## src/rtl/cpu_wait_sequencer_if.sv

```systemverilog
// Bus-cycle handshake between the 6309E clock generator / address decode and the
// wait-state sequencer. The sequencer connects through the slave modport.
interface cpu_wait_sequencer_if;
  logic       TICK12;
  logic [1:0] PHASE;
  logic       nWAIT;
  logic       SLOWSEL;
  logic       CLR_ERR;
  logic       STALL;
  logic       BUSY;
  logic       TMO_ERR;
  logic [9:0] LAST_LEN;

  modport master (
    output TICK12, PHASE, nWAIT, SLOWSEL, CLR_ERR,
    input  STALL, BUSY, TMO_ERR, LAST_LEN
  );

  modport slave (
    input  TICK12, PHASE, nWAIT, SLOWSEL, CLR_ERR,
    output STALL, BUSY, TMO_ERR, LAST_LEN
  );
endinterface

```

## src/rtl/cpu_wait_sequencer.sv

```systemverilog
// Wait-state sequencer: merges V9958 nWAIT and slow-device decode into one STALL
// for the E/Q generator. Define CPU_WAIT_TIMEOUT_EN to add the stuck-nWAIT watchdog.
module cpu_wait_sequencer #(
  parameter int WS_SLOW = 3,
  parameter int TIMEOUT = 255
) (
  input  logic                  MHZ48,
  input  logic                  nRESET,
  cpu_wait_sequencer_if.slave   bus
);

  typedef enum logic {
    S_IDLE    = 1'b0,
    S_STRETCH = 1'b1
  } state_t;

  localparam logic [3:0] WS_LOAD = 4'(WS_SLOW);
  localparam logic [9:0] LEN_MAX = 10'd1023;

  state_t     state_q, state_d;
  logic [1:0] nwait_sync_q, nwait_sync_d;
  logic [3:0] ws_cnt_q, ws_cnt_d;
  logic [9:0] len_cnt_q, len_cnt_d;
  logic [9:0] last_len_q, last_len_d;
  logic       stall_q, stall_d;
  logic       tmo_err_q, tmo_err_d;

  logic       nwait_s;
  logic       decision;
  logic [9:0] len_inc;
  logic [3:0] ws_dec;
  logic       rel;

  assign nwait_s  = nwait_sync_q[1];
  assign decision = bus.TICK12 && (bus.PHASE == 2'b11);

`ifdef CPU_WAIT_TIMEOUT_EN
  localparam logic [9:0] TMO_LIM = 10'(TIMEOUT);
`else
  localparam int unused_timeout = TIMEOUT;
  logic unused_clr_err;
  assign unused_clr_err = bus.CLR_ERR;
`endif

  always_comb begin
    state_d      = state_q;
    nwait_sync_d = {nwait_sync_q[0], bus.nWAIT};
    ws_cnt_d     = ws_cnt_q;
    len_cnt_d    = len_cnt_q;
    last_len_d   = last_len_q;
    stall_d      = stall_q;
    tmo_err_d    = tmo_err_q;
    len_inc      = (len_cnt_q == LEN_MAX) ? LEN_MAX : len_cnt_q + 10'd1;
    ws_dec       = (ws_cnt_q != 4'd0) ? ws_cnt_q - 4'd1 : ws_cnt_q;
    rel          = 1'b0;

`ifdef CPU_WAIT_TIMEOUT_EN
    if (bus.CLR_ERR) begin
      tmo_err_d = 1'b0;
    end
`else
    tmo_err_d = 1'b0;
`endif

    case (state_q)
      S_IDLE: begin
        stall_d = 1'b0;
        // Only the 11->10 tick may start a stretch, so each bus cycle stalls at most once.
        if (decision && ((bus.SLOWSEL && (WS_SLOW > 0)) || !nwait_s)) begin
          state_d   = S_STRETCH;
          ws_cnt_d  = bus.SLOWSEL ? WS_LOAD : 4'd0;
          len_cnt_d = 10'd0;
          stall_d   = 1'b1;
        end
      end

      S_STRETCH: begin
        if (bus.TICK12) begin
          len_cnt_d = len_inc;
          ws_cnt_d  = ws_dec;
          rel       = (ws_dec == 4'd0) && nwait_s;
`ifdef CPU_WAIT_TIMEOUT_EN
          if (len_inc >= TMO_LIM) begin
            rel       = 1'b1;
            tmo_err_d = 1'b1;
          end
`endif
          if (rel) begin
            state_d = S_IDLE;
            stall_d = 1'b0;
            // LAST_LEN is the full E-high/Q-low quarter, i.e. held ticks plus the entry tick.
            last_len_d = (len_inc == LEN_MAX) ? LEN_MAX : len_inc + 10'd1;
          end
        end
      end

      default: begin
        state_d = S_IDLE;
        stall_d = 1'b0;
      end
    endcase
  end

  always_ff @(posedge MHZ48 or negedge nRESET) begin
    if (!nRESET) begin
      state_q      <= S_IDLE;
      nwait_sync_q <= 2'b11;
      ws_cnt_q     <= 4'd0;
      len_cnt_q    <= 10'd0;
      last_len_q   <= 10'd0;
      stall_q      <= 1'b0;
      tmo_err_q    <= 1'b0;
    end else begin
      state_q      <= state_d;
      nwait_sync_q <= nwait_sync_d;
      ws_cnt_q     <= ws_cnt_d;
      len_cnt_q    <= len_cnt_d;
      last_len_q   <= last_len_d;
      stall_q      <= stall_d;
      tmo_err_q    <= tmo_err_d;
    end
  end

  assign bus.STALL    = stall_q;
  assign bus.BUSY     = (state_q == S_STRETCH);
  assign bus.TMO_ERR  = tmo_err_q;
  assign bus.LAST_LEN = last_len_q;

endmodule

```

## src/flat_wrapper.sv

```systemverilog
// flat-port wrapper written by rule: the top's interface ports become plain ports
module cpu_wait_sequencer_flat 
#(
  parameter int WS_SLOW = 3,
  parameter int TIMEOUT = 255
)
  (MHZ48, nRESET, bus_TICK12, bus_PHASE, bus_nWAIT, bus_SLOWSEL, bus_CLR_ERR, bus_STALL, bus_BUSY, bus_TMO_ERR, bus_LAST_LEN);
  cpu_wait_sequencer_if bus_i ();
  input  logic MHZ48;
  input  logic nRESET;
  input wire logic [$bits(bus_i.TICK12)-1:0] bus_TICK12;
  input wire logic [$bits(bus_i.PHASE)-1:0] bus_PHASE;
  input wire logic [$bits(bus_i.nWAIT)-1:0] bus_nWAIT;
  input wire logic [$bits(bus_i.SLOWSEL)-1:0] bus_SLOWSEL;
  input wire logic [$bits(bus_i.CLR_ERR)-1:0] bus_CLR_ERR;
  output wire logic [$bits(bus_i.STALL)-1:0] bus_STALL;
  output wire logic [$bits(bus_i.BUSY)-1:0] bus_BUSY;
  output wire logic [$bits(bus_i.TMO_ERR)-1:0] bus_TMO_ERR;
  output wire logic [$bits(bus_i.LAST_LEN)-1:0] bus_LAST_LEN;
  assign bus_i.TICK12 = bus_TICK12;
  assign bus_i.PHASE = bus_PHASE;
  assign bus_i.nWAIT = bus_nWAIT;
  assign bus_i.SLOWSEL = bus_SLOWSEL;
  assign bus_i.CLR_ERR = bus_CLR_ERR;
  assign bus_STALL = bus_i.STALL;
  assign bus_BUSY = bus_i.BUSY;
  assign bus_TMO_ERR = bus_i.TMO_ERR;
  assign bus_LAST_LEN = bus_i.LAST_LEN;
  cpu_wait_sequencer #(.WS_SLOW(WS_SLOW), .TIMEOUT(TIMEOUT)) u_core (.MHZ48(MHZ48), .nRESET(nRESET), .bus(bus_i));
endmodule
```

## config.mk

```make
export PLATFORM = sky130hd
export DESIGN_NAME = cpu_wait_sequencer_flat
export DESIGN_NICKNAME = d
export VERILOG_FILES = /design/src/rtl/cpu_wait_sequencer_if.sv /design/src/rtl/cpu_wait_sequencer.sv /design/src/flat_wrapper.sv
export SDC_FILE = /design/constraint.sdc
export NUM_CORES = 1
export LEC_CHECK = 0
export BUFFER_PORTS_ARGS = -buffer_cell sky130_fd_sc_hd__buf_4
export CAP_MARGIN = 5
export CORE_MARGIN = 2
export CORE_UTILIZATION = 50
export DETAILED_ROUTE_END_ITERATION = 16
export PLACE_DENSITY_LB_ADDON = 0.25
export SLEW_MARGIN = 20
export SYNTH_ARGS = -nofsm -noshare
export SYNTH_HDL_FRONTEND = slang
export SYNTH_SLANG_ARGS = --single-unit
```

## constraint.sdc

```tcl
create_clock -name MHZ48 -period 4.92 [get_ports MHZ48]
set_clock_uncertainty 0.15 [all_clocks]
set_input_delay 0.492 -clock MHZ48 [delete_from_list [all_inputs] [get_ports MHZ48]]
set_output_delay 0.492 -clock MHZ48 [all_outputs]
set_load 0.005 [all_outputs]
```

======== Word level (Yosys, flattened, before mapping) ========
Cells that the tools add are included.
word-level totals
  register bits ........................... 28
  bits in latches ......................... 0
  bits in writable memories ............... 0
  memory bits (read-only) ................. 0
  input bits .............................. 8
  output and inout port bits .............. 13
  memories ................................ 0
cells by class
  add/subtract/negate cells ............... 3
  multiply operators ...................... 0
  divide/modulo/power cells ............... 0
  magnitude comparators ................... 0
  equal/unequal tests ..................... 6
  shift operators ......................... 0
  mux-type cells .......................... 17
  bitwise gates (word level) .............. 1
  reduce and logical (&&, ||, !) cells .... 10
operators with widths
  cell                     number
  $mux W10                 4
  $add A10 B1 Y10 const B  2
  $eq A10 B10 Y1 const B   2
  $pmux W10 S2             1
  $mux W4                  3
  $pmux W4 S2              1
  $mux W1                  5
  $logic_not A4 Y1         1
  $ne A2 B2 Y1 const B     2
  $pmux W1 S2              2
  $reduce_and A2 Y1        2
  $reduce_bool A4 Y1       1
  $sub A4 B1 Y4 const B    1
  $logic_and A1 B1 Y1      3
  $reduce_and A3 Y1        1
  $eq A2 B2 Y1 const B     1
  $mux W2                  1
  $ne A2 B1 Y1 const B     1
  $logic_not A1 Y1         1
  $logic_or A1 B1 Y1       1
  $not A1 Y1               1

======== Depth between registers and ports, before layout ========
Gate-level depths: netlist (run 1).
  depth after elaboration ................. 7
  gate-level depth with buffers ........... 13
  gate-level depth less buffers ........... 11

======== Worst setup path before layout (run 1) ========
OpenSTA, ideal clock, no wires.
  path kind ............................... register to register
  start point ............................. register u_core.len_cnt_q[0]
  end point ............................... register u_core.last_len_q[6] (netlist: u_core.bus.LAST_LEN[6])
  library setup time ...................... 65 ps
  data arrival time ....................... 2611 ps
  slack ................................... 2094 ps
  cell stages (with the launch flop) ...... 14
  path buffers ............................ 2
  clock period less this slack ............ 2826 ps
  path through ............................ dfrtp_1 -> ha_1 -> nand3_1 -> or3_1 -> buf_2 -> nand2_1 -> ha_1 -> nand2_1 -> nor3b_1 -> a221o_1 -> and4_1 -> buf_4 -> nand2b_4 -> o22a_1
on the way
  longest elaborated chain between the ends .. 4
RTL lines
  element                                                   RTL line                   source
  start: declaration                                        cpu_wait_sequencer.sv:23   logic [9:0] len_cnt_q, len_cnt_d;
  start signal: assignment                                  cpu_wait_sequencer.sv:117  len_cnt_q <= len_cnt_d;
  $add A10 B1 Y10 / $eq A10 B10 Y1 (equally long branches)  cpu_wait_sequencer.sv:53   len_inc = (len_cnt_q == LEN_MAX) ? LEN_MAX : len_cnt_q + 10'd1;
  $mux W10 *                                                cpu_wait_sequencer.sv:53
  $add A10 B1 Y10 / $eq A10 B10 Y1 (equally long branches)  cpu_wait_sequencer.sv:92   last_len_d = (len_inc == LEN_MAX) ? LEN_MAX : len_inc + 10'd1;
  $mux W10 *                                                cpu_wait_sequencer.sv:92
  end signal: assignment                                    cpu_wait_sequencer.sv:118  last_len_q <= last_len_d;
  end: declaration                                          cpu_wait_sequencer.sv:24   logic [9:0] last_len_q, last_len_d;
Every way passes the cells marked *; elsewhere a longest branch is shown, timed or not.
A chain may end at the register's enable or synchronous reset.

======== Worst setup path after layout (run 1) ========
Same ends and word-level chain as after synthesis.

==> results of run 1 <==
-- worst max-delay path, stage by stage, from the launching register on --
cell	delay (ps)
dfrtp_1	500
ha_1	470
nand3_1	190
or3_1	570
nand2_1	190
ha_1	290
nand2_1	100
nor3b_1	270
a221o_1	230
and4_1	350
nand2b_4	190
o22a_1	130
-- area by class of cell --
cell class / count / area [um^2]
Clock buffer: 3 / 22.52
Clock inverter: 1 / 30.03
Timing Repair Buffer: 19 / 145.1
Fill cell: 328 / 1423
Tap cell: 46 / 57.56
Multi-Input combinational cell: 154 / 955.9
Sequential cell: 28 / 703.2
Inverter: 7 / 26.28
-- synthesized netlist by cell type, drive strengths merged (2+ instances only) --
master,count
nor2,24
nand3,7
nor3b,3
o22a,6
mux2i,4
o22ai,2
clkbuf,3
nand2b,3
nand4,5
and2,2
buf,11
xor2,2
and4,2
ha,3
dfrtp,26
a21oi,16
a31oi,2
nand2,21
o21ai,12
and3,2
nor3,7
o211ai,3
dfstp,2
xnor2,6
inv,7
a22o,2
-- logic make-up after synthesis --
family	count (synthesis)
other	1
xor gates and xnor gates	8
AOI/OAI and AO/OA	55
adders and majority gates	3
buffers and inverters	21
muxes	5
DFF	28
and+or+nand+nor	82
-- routing by layer --
metal	vias to the layer above	GRT usage (%)	share of wire, %
met4	0	7.337	1.0
met5	-	0	0
met2	38	33.16	46
li1	745	-	-
met3	4	1.786	4.5
met1	729	31.12	49
-- per-stage QoR --
step	hold WS, ps	std cells
after floorplan	46.41	203
after global placement	196.0	253
after detailed placement	203.8	253
after CTS	86.09	258
after global routing	70.88	258
final	93.34	258
-- registers in the layout, indices dropped and copies added (netlist names) --
| name | cells |
|---|---|
| u_core.bus.BUSY | 1 |
| u_core.bus.LAST_LEN | 10 |
| u_core.bus.STALL | 1 |
| u_core.len_cnt_q | 10 |
| u_core.nwait_sync_q | 2 |
| u_core.ws_cnt_q | 4 |
-- power groups by stage --
stage | clock network, mW | registers (mW) | logic [mW]
global placement | 0 | 0.385 | 0.388
floorplan | 0 | 0.366 | 0.291
global route | 0.164 | 0.403 | 0.456
detailed placement | 0 | 0.391 | 0.404
finish | 0.153 | 0.388 | 0.403
CTS | 0.156 | 0.386 | 0.406
-- final timing paths --
| kind | from | endpoint | slack, ps | depth (start not counted) |
|---|---|---|---|---|
| min in group asynchronous | nRESET | u_core.ws_cnt_q[3]$_DFFE_PN0P_ | 440 | 2 |
| max in group asynchronous | nRESET | u_core.nwait_sync_q[0]$_DFF_PN1_ | 3870 | 2 |
| setup / recovery | u_core.len_cnt_q[0]$_DFFE_PN0P_ | u_core.bus.LAST_LEN[6]$_DFFE_PN0P_ | 1240 | 11 |
| setup reg to reg | u_core.len_cnt_q[0]$_DFFE_PN0P_ | u_core.bus.LAST_LEN[6]$_DFFE_PN0P_ | 1240 | 11 |
| hold / removal | bus_nWAIT | u_core.nwait_sync_q[0]$_DFF_PN1_ | 90 | 1 |
| hold reg to reg | u_core.nwait_sync_q[0]$_DFF_PN1_ | u_core.nwait_sync_q[1]$_DFF_PN1_ | 220 | 0 |
==> run summary, run 1 <==
run status - complete, no violations
number of standard cells after synthesis - 203
cell-internal power - 0.5852 mW
number of nets produced by synthesis - 214
total number of clock tree sinks - 28
length of the first detailed-routing pass in iterations - 4
combinational share of power - 42.7%
count of pins on the block boundary - 21
synthesized cell area - 1772 um^2
standard cell area after detailed placement - 1878 um^2
Die Outline Area - 4035 um^2
proportion of power drawn by the clock network - 16.2%
buffer count from post-CTS setup fixing - 0
overall die height - 63.53 um
classification of the worst-slack hold path - primary input to flip-flop
smallest setup slack after layout - 1244 ps
clock transition at the registers of the reported paths - 150 ps
required time of the critical path - 5060 ps
Overall Global Routing Usage - 21.30%
pin count of the biggest net entering global routing - 29
antenna violations before repair - 0
ratio of final minimum period to clock period - 74.72%
simple logic cell fraction of the synthesized area - 23.87%
switching fraction of total power - 38.02%
fin. max-slew vios - 0
leakage power summed over all cells - 0.7917 nW
number of design rule violations left after detail routing - 0
switching power summed over all nets - 0.3591 mW
syn_area_per_cell - 8.728 um^2
Worst Path Arrival - 3810 ps
largest voltage drop on the vdd net - 283.1 uV
synth-to-layout area growth - 9.534%
peak fanout along the critical path - 12
number of nets in the final layout - 224
DIE WIDTH - 63.53 um
leading cell type in the layout, fill and taps excluded - dfrtp_1
buffers added on ports - 18
sequential area share after synthesis - 39.69%
number of hold violations in the final report - 0
slew at the pin with the worst max-slew slack - 744.4 ps
share of final-layout standard cells stronger than drive strength 1 - 15.57%
final setup TNS - 0 ps
crit path kind - flip-flop to flip-flop
Power Dens Cells - 486.6 nW/um^2
finished layout cell area - 1941 um^2
proportion of synthesized area in mux cells - 2.895%
number of max-cap violations - 0
number of H-tree levels - 1
via count of the first global-routing pass - 1439
Synth area leaders - dfrtp_1 (37%), nor2_1 (4.9%), a21oi_1 (4.5%)
count of different cell masters after synthesis - 56
most frequent cells in the layout - dfrtp_1 (26), nor2_1 (23), nand2_1 (21), buf_4 (18), a21oi_1 (16)
post-layout minimum cycle time - 3676 ps
number of buffers inserted during clock tree synthesis - 3
leftover overflow at the end of global routing - 0
Synth Area in Compound Gates - 20.90%
prevailing post-synth register cell - dfrtp_1
portion of synthesized cell area occupied by the leading cell type - 36.72%
average vias per placed instance - 5.876
crit start category - flip-flop
EDFF count, synth - 0
Via Count - 1516
Fmax - 0.2720 GHz
Post-Route WL - 3806 um
cell at the root of the clock tree - clkbuf_4
setup violation total in the final timing report - 0
synthesized-area fraction occupied by adder cells - 2.119%
TritonCTS clock tree - done
endpoint class of the critical path - flip-flop
total power after layout - 0.9443 mW
worst-skew pair later-pin latency - 330 ps
detailed-placement wirelength estimate - 2733 um
number of buffers added to fix hold violations after cts - 1
fraction of synthesized cell area in xor and xnor cells - 3.955%
Synthesis Warnings - 0
worst max-slew margin expressed relative to the limit - 50.19%
placeable core area - 3363 um^2
ant diodes - 0
RSZ-0062 raised after global routing - false
violation count after the first detailed-routing iteration - 73
number of buffers on the longest clock path - 2
# resized after CTS - 0
number of rows in the core area - 21
GPL Wtd Cong - 0.9038
Finished Core Util - 57.70%
portion of total power attributed to sequential cells - 41.1%
number of routed nets with antenna violations - 0
WL per Instance - 14.75 um
synthesized flop and latch total - 28
largest family of logic cells by synthesized area - simple AND/OR/NAND/NOR gates
starting density of the core - 52.68%
post-placement worst setup slack - 1310 ps
library cell occupying the most area in the post-synthesis netlist - dfrtp_1
Synth async-reset ratio - 100.0%
global-route wire length before repair - 6824 um
(Power assumes the default switching activity.)
==> inputs of run 2 (changes only) <==
==> constraint.sdc (replaced) <==
create_clock -name MHZ48 -period 3.55 [get_ports MHZ48]
set_clock_uncertainty 0.15 [all_clocks]
set_input_delay 0.355 -clock MHZ48 [delete_from_list [all_inputs] [get_ports MHZ48]]
set_output_delay 0.355 -clock MHZ48 [all_outputs]
set_load 0.005 [all_outputs]
==> run summary, run 2 (synthesis results as in run 1) <==
detailed-placement wirelength estimate - 2790 um (+2.1%)
crit path kind - flip-flop to flip-flop
peak fanout along the critical path - 7 (-5)
number of rows in the core area - 21 (unchanged)
number of routed nets with antenna violations - 0 (unchanged)
TritonCTS clock tree - done
startpoint of the worst setup timing path - u_core.len_cnt_q[1]$_DFFE_PN0P_
ratio of final minimum period to clock period - 90.66% (+16 points)
worst max-slew margin expressed relative to the limit - 50.97% (+0.78 points)
worst-skew pair later-pin latency - 340 ps (about the same)
worst slack on hold paths - 225.8 ps (+132.4 ps)
violation count after the first detailed-routing iteration - 102 (+40%)
number of design rule violations left after detail routing - 0 (unchanged)
placeable core area - 3363 um^2 (unchanged)
synth-to-layout area growth - 12.36%
cells traversed along the worst timing path - ha_1 -> nand3_1 -> or3_1 -> nand2_1 -> ha_1 -> nand2_1 -> nor3b_1 -> a221o_1 -> and4_2 -> nand2b_4 -> o22a_1
RSZ-0062 raised after global routing - false
Finished Core Util - 59.19% (+1.5 points)
classification of the worst-slack hold path - flip-flop to flip-flop
via count of the first global-routing pass - 1525 (+6.0%)
Power Dens Cells - 670.9 nW/um^2 (+38%)
required time of the critical path - 3690 ps (-1370 ps)
length of the first detailed-routing pass in iterations - 4 (unchanged)
Via Count - 1562 (+3.0%)
largest voltage drop on the vdd net - 389.3 uV (+38%)
number of buffers inserted during clock tree synthesis - 3 (unchanged)
number of max-cap violations - 0 (unchanged)
Fmax - 0.3107 GHz (+14%)
delay contributed by the slowest stage of the critical path - 550 ps (-20 ps)
Overall Global Routing Usage - 21.69% (+0.39 points)
setup violation total in the final timing report - 0 (unchanged)
fin. max-slew vios - 0 (unchanged)
pin count of the biggest net entering global routing - 29 (unchanged)
GPL Wtd Cong - 0.9008 (-0.33%)
post-placement worst setup slack - 305.8 ps (-1004 ps)
count of pins on the block boundary - 21 (unchanged)
WL per Instance - 14.94 um (+1.2%)
number of H-tree levels - 1 (unchanged)
FF-to-FF Start - u_core.len_cnt_q[1]$_DFFE_PN0P_
leftover overflow at the end of global routing - 0 (unchanged)
worst setup path endpoint - u_core.bus.LAST_LEN[6]$_DFFE_PN0P_
clock transition at the registers of the reported paths - 150 ps (about the same)
leading cell type in the layout, fill and taps excluded - dfrtp_1
crit start category - flip-flop
antenna violations before repair - 0 (unchanged)
number of buffers on the longest clock path - 2 (unchanged)
share of final-layout standard cells stronger than drive strength 1 - 18.35% (+2.8 points)
average vias per placed instance - 5.917 (+0.69%)
ant diodes - 0 (unchanged)
Post-Route WL - 3943 um (+3.6%)
leakage power summed over all cells - 0.8214 nW (+3.7%)
number of hold violations in the final report - 0 (unchanged)
starting density of the core - 52.68% (unchanged)
number of nets in the final layout - 230 (+2.7%)
total number of clock tree sinks - 28 (unchanged)
smallest setup slack after layout - 331.6 ps (-912.1 ps)
overall die height - 63.53 um (unchanged)
buffers added on ports - 18 (unchanged)
run status - complete, no violations
flop2flop setup slack - 330 ps (-910 ps)
depth of the worst register-to-register path - 11 (unchanged)
slew at the pin with the worst max-slew slack - 735.5 ps (-8.951 ps)
cell at the root of the clock tree - clkbuf_4
global-route wire length before repair - 7024 um (+2.9%)
endpoint class of the critical path - flip-flop
endpoint of the worst-slack reg-to-reg timing path - u_core.bus.LAST_LEN[6]$_DFFE_PN0P_
slowest library cell on the worst path - or3_1
final setup TNS - 0 ps (unchanged)
DIE WIDTH - 63.53 um (unchanged)
post-layout minimum cycle time - 3218 ps (-457.9 ps)
most frequent cells in the layout - dfrtp_1 (25), nor2_1 (23), buf_4 (23), nand2_1 (21), a21oi_1 (16)
Worst Path Arrival - 3360 ps (-450 ps)
Die Outline Area - 4035 um^2 (unchanged)
## run 2: worst min-delay path by stage
| stage | end | cells after the start | from |
|---|---|---|---|
| after floorplan | u_core.bus.BUSY$_DFF_PN0_ | 0 | nRESET |
| after global placement | u_core.len_cnt_q[4]$_DFFE_PN0P_ | 1 | nRESET |
| after detailed placement | u_core.ws_cnt_q[3]$_DFFE_PN0P_ | 1 | nRESET |
| after CTS | u_core.nwait_sync_q[1]$_DFF_PN1_ | 0 | u_core.nwait_sync_q[0]$_DFF_PN1_ |
| after global routing | u_core.nwait_sync_q[1]$_DFF_PN1_ | 0 | u_core.nwait_sync_q[0]$_DFF_PN1_ |
| final | u_core.nwait_sync_q[1]$_DFF_PN1_ | 0 | u_core.nwait_sync_q[0]$_DFF_PN1_ |
## run 2: report_power, final
group	leakage, nW	switching, mW	internal, mW
combinational	0.444	0.317	0.292
clock	0.0279	0.0981	0.114
sequential	0.350	0.0907	0.424
total	0.821	0.506	0.830
## run 2: area by class of cell
class	count	area, um^2
clock buffers	3	22.52
clock inverters	1	30.03
fillers	311	1373
inverters	7	26.28
multi-input cells	154	957.2
flip-flops and latches	28	704.4
well taps	46	57.56
repair buffers	25	192.7
## run 2: routing by layer
metal,up-vias,global-route usage [%],routed length [um]
li1,753,-,-
met1,750,30.33,1867
met2,52,33.82,1787
met3,7,3.036,217
met4,0,8.696,70
met5,-,0,0
## run 2: through the flow
step	power, mW	cells	cell area, um^2
finish	1.335	264	1991
CTS	1.338	264	1988
floorplan	0.9105	203	1772
global placement	1.095	258	1916
detailed placement	1.120	258	1916
global route	1.441	264	1991
## run 2: critical path, delay by kind of cell (launching register included)
kind | cells | cell delay (ps)
simple gates | 7 | 1710
flops | 1 | 460
fa+ha+maj | 2 | 480
compound gates | 2 | 370
## run 2: what timing repair did
item / in CTS / in global routing
endpoints found under the hold margin: 27 / 0
setup buffers: 0 / 0
hold buffers: 2 / 0
endpoints found under the setup margin: 0 / 6
resized for setup: 0 / 2
==> inputs of run 3 (changes only) <==
--- a/config.mk
+++ b/config.mk
@@ -6,11 +6,12 @@
 export NUM_CORES = 1
 export LEC_CHECK = 0
 export BUFFER_PORTS_ARGS = -buffer_cell sky130_fd_sc_hd__buf_4
-export CAP_MARGIN = 5
 export CORE_MARGIN = 2
 export CORE_UTILIZATION = 50
 export DETAILED_ROUTE_END_ITERATION = 16
+export MAX_ROUTING_LAYER = met4
 export PLACE_DENSITY_LB_ADDON = 0.25
+export SKIP_LAST_GASP = 1
 export SLEW_MARGIN = 20
 export SYNTH_ARGS = -nofsm -noshare
 export SYNTH_HDL_FRONTEND = slang
==> run summary, run 3 (synthesis results as in run 1) <==
post-layout minimum cycle time - 3236 ps (+18.01 ps)
depth of the worst register-to-register path - 11 (unchanged)
number of max-cap violations - 0 (unchanged)
pin count of the biggest net entering global routing - 29 (unchanged)
leftover overflow at the end of global routing - 0 (unchanged)
buffer and inverter count on the worst path - 0 (unchanged)
startpoint of the worst setup timing path - u_core.len_cnt_q[1]$_DFFE_PN0P_
via count of the first global-routing pass - 1506 (-1.2%)
global-route track usage on met1 - 30.55% (+0.22 points)
leading cell type in the layout, fill and taps excluded - dfrtp_1
met3 capacity usage during global routing - 2.143% (-0.89 points)
endpoint class of the critical path - flip-flop
starting density of the core - 52.68% (unchanged)
worst-skew pair later-pin latency - 330 ps (about the same)
placeable core area - 3363 um^2 (unchanged)
average vias per placed instance - 5.848 (-1.2%)
most frequent cells in the layout - dfrtp_1 (25), nor2_1 (23), buf_4 (23), nand2_1 (21), a21oi_1 (16)
Finished Core Util - 58.67% (-0.52 points)
setup violation total in the final timing report - 0 (unchanged)
clock transition at the registers of the reported paths - 150 ps (about the same)
leakage power summed over all cells - 0.8144 nW (-0.85%)
cells traversed along the worst timing path - ha_1 -> nand3_1 -> or3_1 -> nand2_1 -> ha_1 -> nand2_1 -> nor3b_1 -> a221o_1 -> and4_1 -> nand2b_4 -> o22a_1
share of final-layout standard cells stronger than drive strength 1 - 17.89% (-0.46 points)
fin. max-slew vios - 0 (unchanged)
count of pins on the block boundary - 21 (unchanged)
GPL Wtd Cong - 0.9107 (+1.1%)
cell at the root of the clock tree - clkbuf_4
FF-to-FF Start - u_core.len_cnt_q[1]$_DFFE_PN0P_
DIE WIDTH - 63.53 um (unchanged)
delay contributed by the slowest stage of the critical path - 540 ps (about the same)
endpoint of the worst-slack reg-to-reg timing path - u_core.bus.LAST_LEN[9]$_DFFE_PN0P_
overall die height - 63.53 um (unchanged)
largest voltage drop on the vdd net - 411.2 uV (+5.6%)
flop2flop setup slack - 310 ps (-20 ps)
GR met2 Demand/Resource - 33.55% (-0.26 points)
global-route wire length before repair - 6962 um (-0.88%)
kind of cell adding the most delay to the critical path - simple AND/OR/NAND/NOR gates
Post-Route WL - 3910 um (-0.84%)
violation count after the first detailed-routing iteration - 111 (+8.8%)
run status - complete, no violations
RSZ-0062 raised after global routing - false
busiest layer in global routing - met2
slowest library cell on the worst path - or3_1
TritonCTS clock tree - done
buffers added on ports - 18 (unchanged)
final setup TNS - 0 ps (unchanged)
synth-to-layout area growth - 11.37%
number of nets in the final layout - 230 (unchanged)
total number of clock tree sinks - 28 (unchanged)
slew at the pin with the worst max-slew slack - 749.9 ps (+14.37 ps)
number of rows in the core area - 21 (unchanged)
Power Dens Cells - 650.4 nW/um^2 (-3.1%)
number of filler instances in the final layout - 322 (+3.5%)
ratio of final minimum period to clock period - 91.17% (+0.51 points)
Die Outline Area - 4035 um^2 (unchanged)
antenna violations before repair - 0 (unchanged)
crit start category - flip-flop
critical path depth in cells - 11 (unchanged)
WL per Instance - 14.81 um (-0.84%)
worst max-slew margin expressed relative to the limit - 49.83% (-1.1 points)
Overall Global Routing Usage - 22.17% (+0.48 points)
Fmax - 0.3090 GHz (-0.56%)
number of buffers inserted during clock tree synthesis - 3 (unchanged)
number of routed nets with antenna violations - 0 (unchanged)
detailed-placement wirelength estimate - 2830 um (+1.4%)
worst setup path endpoint - u_core.bus.LAST_LEN[9]$_DFFE_PN0P_
required time of the critical path - 3690 ps (about the same)
number of H-tree levels - 1 (unchanged)
number of design rule violations left after detail routing - 0 (unchanged)
worst slack on hold paths - 220.3 ps (-5.495 ps)
total power after layout - 1.283 mW (-3.9%)
number of buffers on the longest clock path - 2 (unchanged)
Via Count - 1544 (-1.2%)
crit path kind - flip-flop to flip-flop
classification of the worst-slack hold path - flip-flop to flip-flop
length of the first detailed-routing pass in iterations - 4 (unchanged)
Worst Path Arrival - 3370 ps (about the same)
number of hold violations in the final report - 0 (unchanged)
ant diodes - 0 (unchanged)
peak fanout along the critical path - 7 (unchanged)
buffer count from post-CTS setup fixing - 0 (unchanged)
[run 3: changes by cell type in the layout (fill, tap and decap cells not counted), sizes merged]
| cell | change |
|---|---|
| bufinv | -1 |
| clkbuf | +1 |
[run 3: cell type report]
class                      instances  area, um^2  area share [%]
inverter                           7       26.28           1.332
tap                               46       57.56           2.917
clock buffer                       4       36.28           1.839
sequential                        28       704.4           35.70
multi-input combinational        154       955.9           48.45
timing repair buffer              25       192.7           9.765
[run 3: per-stage QoR]
stage / instances / setup WS (ps) / area (um^2)
5_1_grt: 264 / 26.62 / 1973
3_3_place_gp: 258 / 384.6 / 1916
3_5_place_dp: 258 / 318.4 / 1916
4_1_cts: 264 / 274.6 / 1972
6_report: 264 / 313.6 / 1973
2_1_floorplan: 203 / 723.5 / 1772
[run 3: how the worst min path moves through the flow]
stage,start,endpoint,slack (ps),cells past startpoint
floorplan,nRESET,u_core.bus.BUSY$_DFF_PN0_,-90,0
global placement,nRESET,u_core.len_cnt_q[4]$_DFFE_PN0P_,140,1
detailed placement,nRESET,u_core.ws_cnt_q[3]$_DFFE_PN0P_,140,1
CTS,u_core.nwait_sync_q[0]$_DFF_PN1_,u_core.nwait_sync_q[1]$_DFF_PN1_,220,0
global route,u_core.nwait_sync_q[0]$_DFF_PN1_,u_core.nwait_sync_q[1]$_DFF_PN1_,230,0
finish,u_core.nwait_sync_q[0]$_DFF_PN1_,u_core.nwait_sync_q[1]$_DFF_PN1_,220,0
[run 3: power by group]
group	internal, mW	leakage, nW	switching [mW]
Combinational	0.292	0.444	0.320
Clock	0.0629	0.0210	0.0937
Sequential	0.423	0.350	0.0906
Total	0.779	0.814	0.505
[run 3: per-layer routing]
metal / share of wire (%) / wire (um)
met5: 0 / 0
met1: 47 / 1829
met3: 5.7 / 223
met4: 1.2 / 46
met2: 46 / 1810
[run 3: repair_timing]
action	4_1_cts	5_1_grt
hold buffers	2	0
setup endpoints to repair	0	2
resized for setup	0	1
hold endpoints to repair	27	0
[run 3: worst register-to-register path: stages, from the launching register on]
cell and delay [ps]:
dfrtp_1 480, ha_1 220, nand3_1 110, or3_1 540
nand2_1 180, ha_1 260, nand2_1 100, nor3b_1 270
a221o_1 220, and4_1 350, nand2b_4 180, o22a_1 130
